**src/rtl/sha_pkg.sv**
```systemverilog
`default_nettype none
// ============================================================================
// Module      : sha_pkg
// Description : Shared types and constants for the SHA-256d sweep controller
//               and the two-phase hash core.
// Revision    : 1.0 - initial release
// ============================================================================
package sha_pkg;

    typedef enum logic [2:0] {
        ST_IDLE  = 3'd0,
        ST_LOAD  = 3'd1,
        ST_KICK  = 3'd2,
        ST_WAIT  = 3'd3,
        ST_WRITE = 3'd4,
        ST_CLEAR = 3'd5,
        ST_DONE  = 3'd6
    } state_e;

    // Element [0] is H0
    localparam logic [7:0][31:0] C_SHA256_IV = {
        32'h5be0cd19, 32'h1f83d9ab, 32'h9b05688c, 32'h510e527f,
        32'ha54ff53a, 32'h3c6ef372, 32'hbb67ae85, 32'h6a09e667
    };

    localparam logic [31:0] C_PAD_WORD     = 32'h8000_0000;
    localparam logic [31:0] C_LEN_PHASE1   = 32'd640;
    localparam logic [31:0] C_LEN_PHASE2   = 32'd256;

endpackage : sha_pkg
`default_nettype wire

```
**src/rtl/nonce_sweep_ctrl.sv**
```systemverilog
`default_nettype none
// ============================================================================
// Module      : nonce_sweep_ctrl
// Description : Sweeps a nonce range through the two-phase SHA-256 core,
//               stores each H0 and records the first nonce meeting target.
// Revision    : 1.0 - initial release
// ============================================================================
module nonce_sweep_ctrl
    import sha_pkg::*;
#(
    parameter int ADDR_W     = 16,
    parameter int WAIT_LIMIT = 255
) (
    input  logic                   clk,
    input  logic                   reset_n,
    input  logic                   start,
    input  logic [7:0][31:0]       midstate,
    input  logic [2:0][31:0]       tail,
    input  logic [31:0]            nonce_first,
    input  logic [31:0]            nonce_count,
    input  logic [31:0]            target,
    input  logic [ADDR_W-1:0]      out_addr,
    output logic                   core_reset_n,
    output logic                   core_start,
    output logic [7:0][31:0]       core_inh,
    output logic [3:0][31:0]       core_message,
    input  logic [7:0][31:0]       core_outs,
    input  logic                   core_done,
    output logic                   mem_we,
    output logic [ADDR_W-1:0]      mem_addr,
    output logic [31:0]            mem_write_data,
    output logic                   busy,
    output logic                   done,
    output logic                   found,
    output logic [31:0]            found_nonce,
    output logic                   error
);

    localparam int                WAIT_W      = $clog2(WAIT_LIMIT + 1);
    localparam logic [WAIT_W-1:0] C_WAIT_LAST = WAIT_W'(WAIT_LIMIT - 1);

    state_e              r_state;
    logic [7:0][31:0]    r_inh;
    logic [2:0][31:0]    r_tail;
    logic [31:0]         r_target;
    logic [ADDR_W-1:0]   r_base;
    logic [ADDR_W-1:0]   r_idx;
    logic [31:0]         r_nonce;
    logic [31:0]         r_remaining;
    logic [WAIT_W-1:0]   r_wait;
    logic                r_core_reset_n;
    logic                r_found;
    logic [31:0]         r_found_nonce;
    logic                r_error;
    logic                w_hit;
    logic                w_unused_outs;

    assign w_hit         = (core_outs[0] <= r_target) && !r_found;
    assign w_unused_outs = ^core_outs[7:1];

    always_ff @(posedge clk or negedge reset_n) begin
        if (!reset_n) begin
            r_state        <= ST_IDLE;
            r_inh          <= '0;
            r_tail         <= '0;
            r_target       <= '0;
            r_base         <= '0;
            r_idx          <= '0;
            r_nonce        <= '0;
            r_remaining    <= '0;
            r_wait         <= '0;
            r_core_reset_n <= 1'b0;
            r_found        <= 1'b0;
            r_found_nonce  <= '0;
            r_error        <= 1'b0;
        end else begin
            // Core reset is a registered strobe: low only for the CLEAR cycle
            r_core_reset_n <= 1'b1;
            case (r_state)
                ST_IDLE, ST_DONE: begin
                    if (start) begin
                        r_inh         <= midstate;
                        r_tail        <= tail;
                        r_target      <= target;
                        r_base        <= out_addr;
                        r_nonce       <= nonce_first;
                        r_remaining   <= nonce_count;
                        r_idx         <= '0;
                        r_found       <= 1'b0;
                        r_found_nonce <= '0;
                        r_error       <= 1'b0;
                        r_state       <= (nonce_count == 32'd0) ? ST_DONE : ST_LOAD;
                    end
                end
                ST_LOAD: r_state <= ST_KICK;
                ST_KICK: begin
                    r_wait  <= '0;
                    r_state <= ST_WAIT;
                end
                ST_WAIT: begin
                    // A done arriving on the last allowed cycle still wins
                    if (core_done) begin
                        r_state <= ST_WRITE;
                    end else if (r_wait == C_WAIT_LAST) begin
                        r_error        <= 1'b1;
                        r_core_reset_n <= 1'b0;
                        r_state        <= ST_CLEAR;
                    end else begin
                        r_wait <= r_wait + 1'b1;
                    end
                end
                ST_WRITE: begin
                    if (w_hit) begin
                        r_found       <= 1'b1;
                        r_found_nonce <= r_nonce;
                    end
                    r_core_reset_n <= 1'b0;
                    r_state        <= ST_CLEAR;
                end
                ST_CLEAR: begin
                    r_nonce     <= r_nonce + 32'd1;
                    r_idx       <= r_idx + 1'b1;
                    r_remaining <= r_remaining - 32'd1;
                    r_state     <= (r_error || r_remaining == 32'd1) ? ST_DONE : ST_LOAD;
                end
                default: r_state <= ST_IDLE;
            endcase
        end
    end

    assign core_reset_n      = r_core_reset_n;
    assign core_start        = (r_state == ST_KICK);
    assign core_inh          = r_inh;
    assign core_message[0]   = r_tail[0];
    assign core_message[1]   = r_tail[1];
    assign core_message[2]   = r_tail[2];
    assign core_message[3]   = r_nonce;

    assign mem_we            = (r_state == ST_WRITE);
    assign mem_addr          = mem_we ? (r_base + r_idx) : '0;
    assign mem_write_data    = mem_we ? core_outs[0] : '0;

    assign busy              = (r_state != ST_IDLE) && (r_state != ST_DONE);
    assign done              = (r_state == ST_DONE);
    assign found             = r_found;
    assign found_nonce       = r_found_nonce;
    assign error             = r_error;

endmodule : nonce_sweep_ctrl
`default_nettype wire

```
**config.mk**
```make
export PLATFORM = sky130hd
export DESIGN_NAME = nonce_sweep_ctrl
export DESIGN_NICKNAME = d
export VERILOG_FILES = /design/src/rtl/sha_pkg.sv /design/src/rtl/nonce_sweep_ctrl.sv
export SDC_FILE = /design/constraint.sdc
export NUM_CORES = 1
export LEC_CHECK = 0
export BUFFER_PORTS_ARGS = -buffer_cell sky130_fd_sc_hd__buf_2
export CAP_MARGIN = 20
export CORE_AREA = 3 3 462 464
export CTS_CLUSTER_SIZE = 14
export DETAILED_ROUTE_END_ITERATION = 6
export DIE_AREA = 0 0 465 467
export GPL_TIMING_DRIVEN = 0
export PLACE_DENSITY = 0.3
export SYNTH_ARGS = -nofsm -noshare
export SYNTH_HDL_FRONTEND = slang
export SYNTH_SLANG_ARGS = --single-unit
```
**constraint.sdc**
```tcl
create_clock -name clk -period 6.8 [get_ports clk]
set_input_delay 0.34 -clock clk [delete_from_list [all_inputs] [get_ports clk]]
set_output_delay 0.34 -clock clk [all_outputs]
set_load 0.1 [all_outputs]
```
==> results.md, run 1 <==
- Status: completed
- IO buf count: 970
- Min Tclk post-route: 4520 ps
- Area after DPL: 31600 sq um
- Vias: 24300
- Fraction of registers with async set/reset: 1.00
- Setup Fix Bufs, Post-CTS: 0
- Fraction of synthesized cell area in xor and xnor cells: 0.00690
- Dpl hpwl: 122000 um
- Total track usage: 0.135
- GPL Wtd Cong: 0.884
- Max Fclk: 221 MHz
- Initial core utilization: 0.109
- Met2 Track Usage GR: 0.235
- Final critical-path share of the clock period: 0.664
- Clock Sinks: 526
- Core Footprint: 210000 sq um
- Grt ovf: 0
- Critical path capture point: found_nonce[21]
- Reg-to-reg endpoint: found_nonce[21]
- Fraction of the mapped netlist area in simple logic gates: 0.272
- Busiest metal layer after global routing: met2
- Reg2Reg Depth: 11
- R2R Path Start: r_target[5]
- Final Setup Violations: 0
- Post-synth cell types: 66
- DRT Pass-1 Iters: 5
- Vias in the first global route: 26000
- Detailed-route vias per instance: 3.49
- Final Max Tran Viols: 0
- Final wirelength: 150000 um
- Die Wd: 465 um
- Sequential-to-total area share from yosys stat: 0.576
- Slowest-stage cell, CP: nor3b_2
- Worst path buffer plus inverter count: 3
- Largest net degree at the start of global routing: 99
- #FFs+latches synth: 526
- Initial drt markers: 1261
- Root Buffer: clkbuf_16
- Placed Instances: 6360
- Main combinational cell family by area after synthesis: simple AND/OR/NAND/NOR gates
- CP Launch Point: r_target[5]
- Routed Antenna Nets: 0
- Crit path kind: reg2reg
- Crit start category: register
- Finished layout cell area: 38800 sq um
- CP cell instances: inv_1, ha_1, nand4_1, nor2_1, and3_1, a211oi_1, buf_4, nor3_1, nor3b_2, buf_2, a22o_1
- Peak VDD IR: 0.000349 V
- Warning count from the yosys run: 0
- Setup Skew: 26.8 ps
- # IOs: 1195
- Met3 Track Usage GR: 0.0477
- Reg clk slew, reported paths: 50 ps
- Met1 Use GR: 0.154
- # H-tree levels: 3
- RSZ-0062 raised after global routing: no
- Syn-to-layout area delta: 69.6%
- Cell Pwr Density: 621 nW/um^2
- Syn_nets: 3346
- Die Y-Extent: 467 um
- Post-synthesis mux area share: 0.00400
- Min-Delay Path Class: in2reg
- WL/cell: 21.5 um
- WP data arrival: 5110 ps
- Post-synthesis compound-gate area fraction: 0.0797
- WP data required: 7400 ps
- DRC viols: 0
- CTS buffer count: 76
- Post-synth EDFFs: 0
- Post-route insts no fill: 6970
- Slew HR: 0.279
- Fraction of layout cells with a size suffix above 1: 0.273
- First-pass GRT wire length: 207000 um
- Row Count: 168
- WP depth: 11
- Static leakage: 19.6 nW
- Critical path peak fanout: 10
- NumNets Final: 4875
- Clock Latency Late Sink: 680 ps
- Crit. End Element: register
- Max_cap viols: 0
- CP peak stage delay: 800 ps
- Clk buf depth: 3
- Initial antenna violation count: 47
- CTS tree: done
- Adder-Cell Fraction of Synth Area: 0.0299
- CP delay by family, top: simple AND/OR/NAND/NOR gates
- DIE AREA: 217000 sq um
- Reg2reg setup slack: 2280 ps
- Post-synth top flop: dfrtp_1
- Worst-margin pin slew: 1080 ps
- Mapped Cells: 2568
- Area of the mapped netlist: 22800 sq um
- Endpoints failing hold: 0
- Synthesized area per cell: 8.90 sq um
[where the power goes]
part | switching, mW | leakage, nW | internal [mW] | total (mW)
clock network | 1.67 | 1.25 | 2.44 | 4.11
registers | 0.970 | 6.64 | 4.52 | 5.49
logic | 12.2 | 11.7 | 2.28 | 14.5
[synth_stat cells (all sizes together), types with 5 or more instances]
master / instances / share of area
a21o: 10 / 0.0033
a21oi: 33 / 0.0072
a221o: 16 / 0.0070
a22o: 35 / 0.013
a22oi: 5 / 0.0016
a31oi: 9 / 0.0025
and3: 47 / 0.013
and4: 6 / 0.0023
buf: 18 / 0.0044
clkbuf: 118 / 0.019
dfrtp: 526 / 0.58
ha: 53 / 0.029
inv: 45 / 0.0074
mux2i: 8 / 0.0035
nand2: 1248 / 0.21
nand3: 47 / 0.011
nand4: 29 / 0.0079
nor2: 63 / 0.011
nor3: 21 / 0.0051
nor3b: 5 / 0.0019
nor4: 15 / 0.0048
o211ai: 33 / 0.011
o21ai: 84 / 0.018
o311ai: 20 / 0.0077
or3: 9 / 0.0025
xnor2: 8 / 0.0031
xor2: 10 / 0.0038
[layer usage]
layer / vias to the layer above / wire, um
li1: 11500 / -
met1: 11600 / 59500
met2: 973 / 73100
met3: 208 / 12700
met4: 10 / 4450
met5: - / 63
[cell usage in the layout, fill, tap and decap left out, types with 29 or more instances in the layout]
cell,instances
a21oi_1,33
ha_1,53
nand3_1,46
a22o_1,35
buf_2,977
dlygate4sd3_1,464
nand4_1,29
inv_1,45
dfrtp_1,526
o211ai_1,33
nor2_1,62
o21ai_0,67
and3_1,44
clkbuf_16,76
clkbuf_1,128
nand2_1,1248
[flip-flops by register name (all words and copies together), names as in the netlist, 3 cells and up]
name,flops
r_wait,8
r_target,32
r_remaining,32
core_message,96
r_state,3
r_idx,16
found_nonce,32
core_inh,256
r_nonce,32
r_base,16
[worst min-delay path: cells and delay by family]
family	cells	cell delay (ps)
buf+inv	1	180
compound gates	1	110
simple gates	1	80
[cells by family after synthesis]
kind of cell	count (synthesis)
adder cells (fa/ha/maj)	54
AO/OA/AOI/OAI	266
XOR/XNOR	18
buffers and inverters	182
AND/OR/NAND/NOR	1513
flip-flops	526
multiplexers	9
[worst min-delay path by stage]
stage | endpoint | from | slack [ps] | cells after the start
2_1_floorplan | core_inh[0] | reset_n | 40 | 0
3_3_place_gp | core_inh[205] | core_inh[205] | 450 | 2
3_5_place_dp | core_inh[183] | reset_n | 370 | 1
4_1_cts | r_state[0] | start | 0.7 | 3
5_1_grt | r_remaining[10] | nonce_count[10] | 20 | 3
6_report | r_remaining[10] | nonce_count[10] | 70 | 3
[repair_timing]
action | in CTS | in global routing
hold buffers | 464 | 0
endpoints found under the hold margin | 529 | 0
resized for setup | 0 | 0
[final cells by class]
class                      count  area [sq um]
buffer                       137           556
sequential                   526         13200
antenna                       14          35.0
fill                       23800        171000
clock buffer                 113          2280
tap                         2805          3510
clock inverter                19           241
multi-input combinational   1860          8970
inverter                      45           169
timing repair buffer        1451          9830
[per-stage QoR]
stage | TNS (ps) | setup WS (ps) | util | power [mW] | hold WS [ps]
6_report | 0 | 2280 | 0.185 | 24.1 | 74.2
5_1_grt | 0 | 1960 | 0.185 | 25.4 | 18.5
4_1_cts | 0 | 1860 | 0.185 | 24.5 | 0.687
3_5_place_dp | 0 | 1690 | 0.151 | 20.0 | 370
3_3_place_gp | -4098630 | -8060 | 0.149 | 19.9 | 454
2_1_floorplan | 0 | 3000 | - | 16.2 | 44.4
(Power assumes the default switching activity.)
==> run 2: changes to the inputs <==
Clock period 6.8 ns to 4.6 ns, I/O delays scaled along.
==> run 2 against run 1 <==
Compared with the run above: routed wire length about the same; combinational power up 48%; worst setup slack worse by 1700 ps; fmax up 13%; hold slack better by 62 ps; die area unchanged; register-to-register slack worse by 1700 ps; global-route usage about the same; count of clock-buffer cells in the layout unchanged; cell count about the same; flip-flop and latch count unchanged.
==> results.md, run 2 (synthesis gave the netlist of run 1 again) <==
- R2R Path Start: r_state[2]
- Final wirelength: 150000 um (about the same)
- WP data arrival: 4590 ps (-520 ps)
- Fill cell count: 23800 (-0.013%)
- Post-placement worst setup slack: -395 ps (-2090 ps)
- Final Max Tran Viols: 0 (unchanged)
- Crit start category: register
- Routed Antenna Nets: 0 (unchanged)
- DRC viols: 0 (unchanged)
- Die Wd: 465 um (unchanged)
- # IOs: 1195 (unchanged)
- Total track usage: 0.135 (about the same)
- CP cell instances: nor2b_1, clkbuf_2, nor3_1, and2_0, clkbuf_1, buf_2, buf_2, clkbuf_1, nand2_1, o21ai_0
- Initial core utilization: 0.109 (unchanged)
- WL/cell: 21.5 um (about the same)
- Static leakage: 19.6 nW (about the same)
- Design Power: 35.6 mW (+48%)
- CTS tree: done
- CTS buffer count: 76 (unchanged)
- Clock Sinks: 526 (unchanged)
- Row Count: 168 (unchanged)
- NumNets Final: 4879 (+0.082%)
- Crit path kind: reg2reg
- Final critical-path share of the clock period: 0.866 (+0.201)
- Min-Delay Path Class: in2async
- Die Y-Extent: 467 um (unchanged)
- Vias: 24300 (+0.066%)
- Slew HR: 0.281 (+0.00274)
- Min Tclk post-route: 3980 ps (-535 ps)
- Initial antenna violation count: 47 (unchanged)
- Reg2reg setup slack: 620 ps (-1670 ps)
- RSZ-0062 raised after global routing: no
- Clk buf depth: 3 (unchanged)
- Worst-margin pin slew: 1080 ps (-4.11 ps)
- Max Fclk: 251 MHz (+13%)
- Final hold slack: 136 ps (+61.7 ps)
- Commonest cells after routing, fill and taps aside: 1248 x nand2_1, 977 x buf_2, 526 x dfrtp_1
- Slack of the critical path: 619 ps (-1670 ps)
- Setup Fix Bufs, Post-CTS: 0 (unchanged)
- Fraction of layout cells with a size suffix above 1: 0.273 (about the same)
- Syn-to-layout area delta: 69.9%
- # H-tree levels: 3 (unchanged)
- Status: completed
- Detailed-route vias per instance: 3.49 (about the same)
- Dpl hpwl: 122000 um (unchanged)
- Critical path peak fanout: 11 (+1)
- Vias in the first global route: 26000 (+0.065%)
- GPL Wtd Cong: 0.884 (unchanged)
- Max reg flops: 256 (unchanged)
- Initial drt markers: 1210 (-4.0%)
- Endpoints failing hold: 0 (unchanged)
- Max_cap viols: 0 (unchanged)
- Setup Skew: 27.1 ps (+0.348 ps)
- Worst path buffer plus inverter count: 5 (+2)
- CP peak stage delay: 780 ps (-20 ps)
- Core Footprint: 210000 sq um (unchanged)
- Crit. End Element: register
- WP data required: 5210 ps (-2190 ps)
- Largest net degree at the start of global routing: 99 (unchanged)
- Root Buffer: clkbuf_16
- Reg2Reg Depth: 10 (-1)
- DIE AREA: 217000 sq um (unchanged)
- Final Setup Violations: 0 (unchanged)
- First-pass GRT wire length: 207000 um (about the same)
- IO buf count: 970 (unchanged)
- Reg-to-reg endpoint: r_target[27]
- Cell Pwr Density: 916 nW/um^2 (+48%)
- Slowest-stage cell, CP: clkbuf_1
- Reg clk slew, reported paths: 60 ps (about the same)
- Grt ovf: 0 (unchanged)
- DRT Pass-1 Iters: 5 (unchanged)
- Peak VDD IR: 0.000514 V (+47%)
- Clock Latency Late Sink: 690 ps (about the same)
- Commonest non-fill, non-tap cell in the layout: nand2_1
- CP delay by family, top: buffers and inverters
## run 2: routing by layer
| layer | vias to the layer above | part of all wire | GRT usage |
|---|---|---|---|
| li1 | 11500 | - | - |
| met1 | 11600 | 0.40 | 0.154 |
| met2 | 988 | 0.49 | 0.235 |
| met3 | 205 | 0.086 | 0.0477 |
| met4 | 8 | 0.030 | 0.0397 |
| met5 | - | 0.00033 | 0 |
## run 2: how the worst max path moves through the flow
stage	startpoint	endpoint	slack (ps)	depth (start not counted)
2_1_floorplan	r_idx[4]	mem_addr[7]	910	5
3_3_place_gp	reset_n	core_message[31]	-10150	1
3_5_place_dp	core_outs[4]	found_nonce[30]	-400	11
4_1_cts	r_state[2]	r_target[27]	130	10
5_1_grt	r_state[2]	r_target[27]	80	10
6_report	r_state[2]	r_target[27]	620	10
## run 2: power by group
| group | switching, mW | internal [mW] |
|---|---|---|
| sequential | 1.43 | 6.68 |
| combinational | 18.0 | 3.39 |
| clock | 2.47 | 3.60 |
| total | 21.9 | 13.7 |
## run 2: cell type report
type / instances / area (sq um) / share of cell area
Antenna cell: 15 / 37.5 / 0.000967
Buffer: 137 / 556 / 0.0143
Clock buffer: 113 / 2280 / 0.0588
Clock inverter: 19 / 241 / 0.00622
Inverter: 45 / 169 / 0.00435
Multi-Input combinational cell: 1860 / 8980 / 0.231
Sequential cell: 526 / 13200 / 0.339
Tap cell: 2805 / 3510 / 0.0904
Timing Repair Buffer: 1455 / 9870 / 0.254
## run 2: per-stage QoR
stage	utilization	setup TNS (ps)	instances	instance area, sq um
final	0.185	0	6975	38800
after global routing	0.185	0	6970	38800
after CTS	0.185	0	6960	38800
after detailed placement	0.151	-11750	6360	31600
after global placement	0.149	-5315980	6343	31200
after floorplan	-	0	2568	22800
## run 2: what timing repair did
action / CTS / global route
hold buffers: 468 / 0
setup endpoints to repair: 31 / 0
resized for setup: 3 / 0
endpoints found under the hold margin: 558 / 0
==> run 3: changes to the inputs <==
Settings changed: CORE_AREA 3 3 462 464 to 3 3 458 460, DIE_AREA 0 0 465 467 to 0 0 461 463, REMOVE_ABC_BUFFERS set to 1.
==> run 3 against run 2 <==
Compared with the run above: clock power up 13%; routed wire length down 10%; clock skew down 3.6 ps; critical path type is now reg2out.
==> results.md, run 3 (synthesis gave the netlist of run 1 again) <==
- Status: completed
- Grt ovf: 0 (unchanged)
- Final Max Tran Viols: 0 (unchanged)
- Core Footprint: 206000 sq um (-1.5%)
- Initial core utilization: 0.111 (+0.00165)
- Max_cap viols: 0 (unchanged)
- First-pass GRT wire length: 190000 um (-8.3%)
- WP data arrival: 3890 ps (-700 ps)
- Initial antenna violation count: 92 (+96%)
- Static leakage: 19.7 nW (+0.68%)
- Die Y-Extent: 463 um (-0.86%)
- Final Setup Violations: 0 (unchanged)
- Clk buf depth: 3 (unchanged)
- Endpoints failing hold: 0 (unchanged)
- CTS buffer count: 81 (+6.6%)
- Max Fclk: 243 MHz (-3.3%)
- Hold Path Sink: r_state[1]
- Clock Sinks: 526 (unchanged)
- Root Buffer: clkbuf_16
- Fraction of layout cells with a size suffix above 1: 0.284 (+0.0110)
- Initial drt markers: 1307 (+8.0%)
- Cell Pwr Density: 924 nW/um^2 (+0.79%)
- Largest net degree at the start of global routing: 100 (+1.0%)
- Crit start category: register
- Row Count: 167 (-0.60%)
- Worst-margin pin slew: 936 ps (-142 ps)
- Vias: 23500 (-3.5%)
- Max reg flops: 256 (unchanged)
- Crit path kind: reg2out
- Origin of the worst min-delay path: start
- DRC viols: 0 (unchanged)
- GPL Wtd Cong: 0.794 (-10%)
- Min Tclk post-route: 4120 ps (+134 ps)
- Die Wd: 461 um (-0.86%)
- R2R Path Start: r_state[2]
- Commonest cells after routing, fill and taps aside: 1246 x nand2_1, 969 x buf_2, 526 x dfrtp_1
- Total track usage: 0.124 (-0.0110)
- Slew HR: 0.370 (+0.0889)
- Post-placement worst setup slack: 670 ps (+1060 ps)
- Reg2Reg Depth: 7 (-3)
- RSZ-0062 raised after global routing: no
- CTS resizes: 0 (-3)
- Detailed-route vias per instance: 3.46 (-0.92%)
- Crit. End Element: output pin
- Clock Latency Late Sink: 700 ps (about the same)
- Reg2reg setup slack: 730 ps (+110 ps)
- # H-tree levels: 3 (unchanged)
- Routed Antenna Nets: 0 (unchanged)
- Setup Skew: 23.5 ps (-3.59 ps)
- Commonest non-fill, non-tap cell in the layout: nand2_1
- Critical path peak fanout: 5 (-6)
- Dpl hpwl: 104000 um (-14%)
- Peak VDD IR: 0.000533 V (+3.7%)
- Reg clk slew, reported paths: 60 ps (about the same)
- Setup TNS: 0 ps (unchanged)
- NumNets Final: 4759 (-2.5%)
- Post-layout util: 0.189 (+0.00366)
- WL/cell: 19.8 um (-8.0%)
- Syn-to-layout area delta: 70.6%
- Worst hold path cell count: 4
- DRT Pass-1 Iters: 5 (unchanged)
- IO buf count: 970 (unchanged)
- # IOs: 1195 (unchanged)
- Reg-to-reg endpoint: r_remaining[17]
- Vias in the first global route: 24400 (-6.0%)
- CTS tree: done
- DIE AREA: 213000 sq um (-1.7%)
- Slack of the critical path: 485 ps (-134 ps)
- WP data required: 4370 ps (-840 ps)
- Final wirelength: 134000 um (-10%)
- Final critical-path share of the clock period: 0.895 (+0.0291)
- Min-Delay Path Class: in2reg
run 3: changes by cell type in the layout (fill, tap and decap cells not counted), moves of 4 or more:
cell and change:
clkbuf_1 -112, diode_2 +27, buf_2 -8, buf_16 +16, clkbuf_8 -4, buf_8 -4
clkbuf_16 +5, bufinv_16 +8, buf_1 -7
run 3: power breakdown:
group | internal, mW | switching [mW] | leakage [nW]
Clock | 4.20 | 2.68 | 1.41
Sequential | 6.68 | 1.44 | 6.64
Combinational | 3.45 | 17.6 | 11.7
run 3: area by class of cell:
| cell class | instances | area (sq um) |
|---|---|---|
| clock inverters | 29 | 518 |
| flip-flops and latches | 526 | 13200 |
| well taps | 2704 | 3380 |
| clock buffers | 117 | 2360 |
| diodes | 42 | 105 |
| multi-input cells | 1860 | 9010 |
| fillers | 23300 | 167000 |
| inverters | 45 | 169 |
| repair buffers | 1467 | 10300 |
run 3: worst max-delay path: stages (launching register included):
cell,delay [ps]
dfrtp_1,420
ha_1,240
fa_1,420
a21oi_1,280
o2111ai_1,210
o211ai_1,260
o21ai_0,210
o41ai_1,330
xor2_1,120
nor2_1,210
buf_2,490
run 3: per-stage QoR:
stage / hold WS, ps / power (mW) / instances / area [sq um]
after global routing: 94.7 / 38.1 / 6771 / 38900
after detailed placement: 210 / 29.2 / 6133 / 31300
after floorplan: -65.6 / 24.3 / 2431 / 22300
after CTS: 1.63 / 36.9 / 6748 / 38900
final: 123 / 36.0 / 6790 / 39000
after global placement: 422 / 27.9 / 6105 / 30500
run 3: routing by layer:
layer	up-vias	global-route usage	share of wire
met2	808	0.197	0.45
li1	11400	-	-
met3	226	0.0419	0.081
met1	11000	0.153	0.43
met5	-	0	0.0029
met4	62	0.0486	0.037
run 3: worst max path at each step:
stage / start / endpoint / slack, ps
after floorplan: r_state[2] / found_nonce[0] / -13550
after global placement: r_state[2] / found_nonce[28] / -36090
after detailed placement: r_state[2] / r_remaining[17] / 670
after CTS: r_idx[0] / mem_addr[14] / 270
after global routing: r_idx[4] / mem_addr[15] / 150
final: r_idx[0] / mem_addr[14] / 480
run 3: timing repair:
item	CTS	global route
endpoints found under the hold margin	585	0
hold buffers	469	0
buffers inserted	0	0
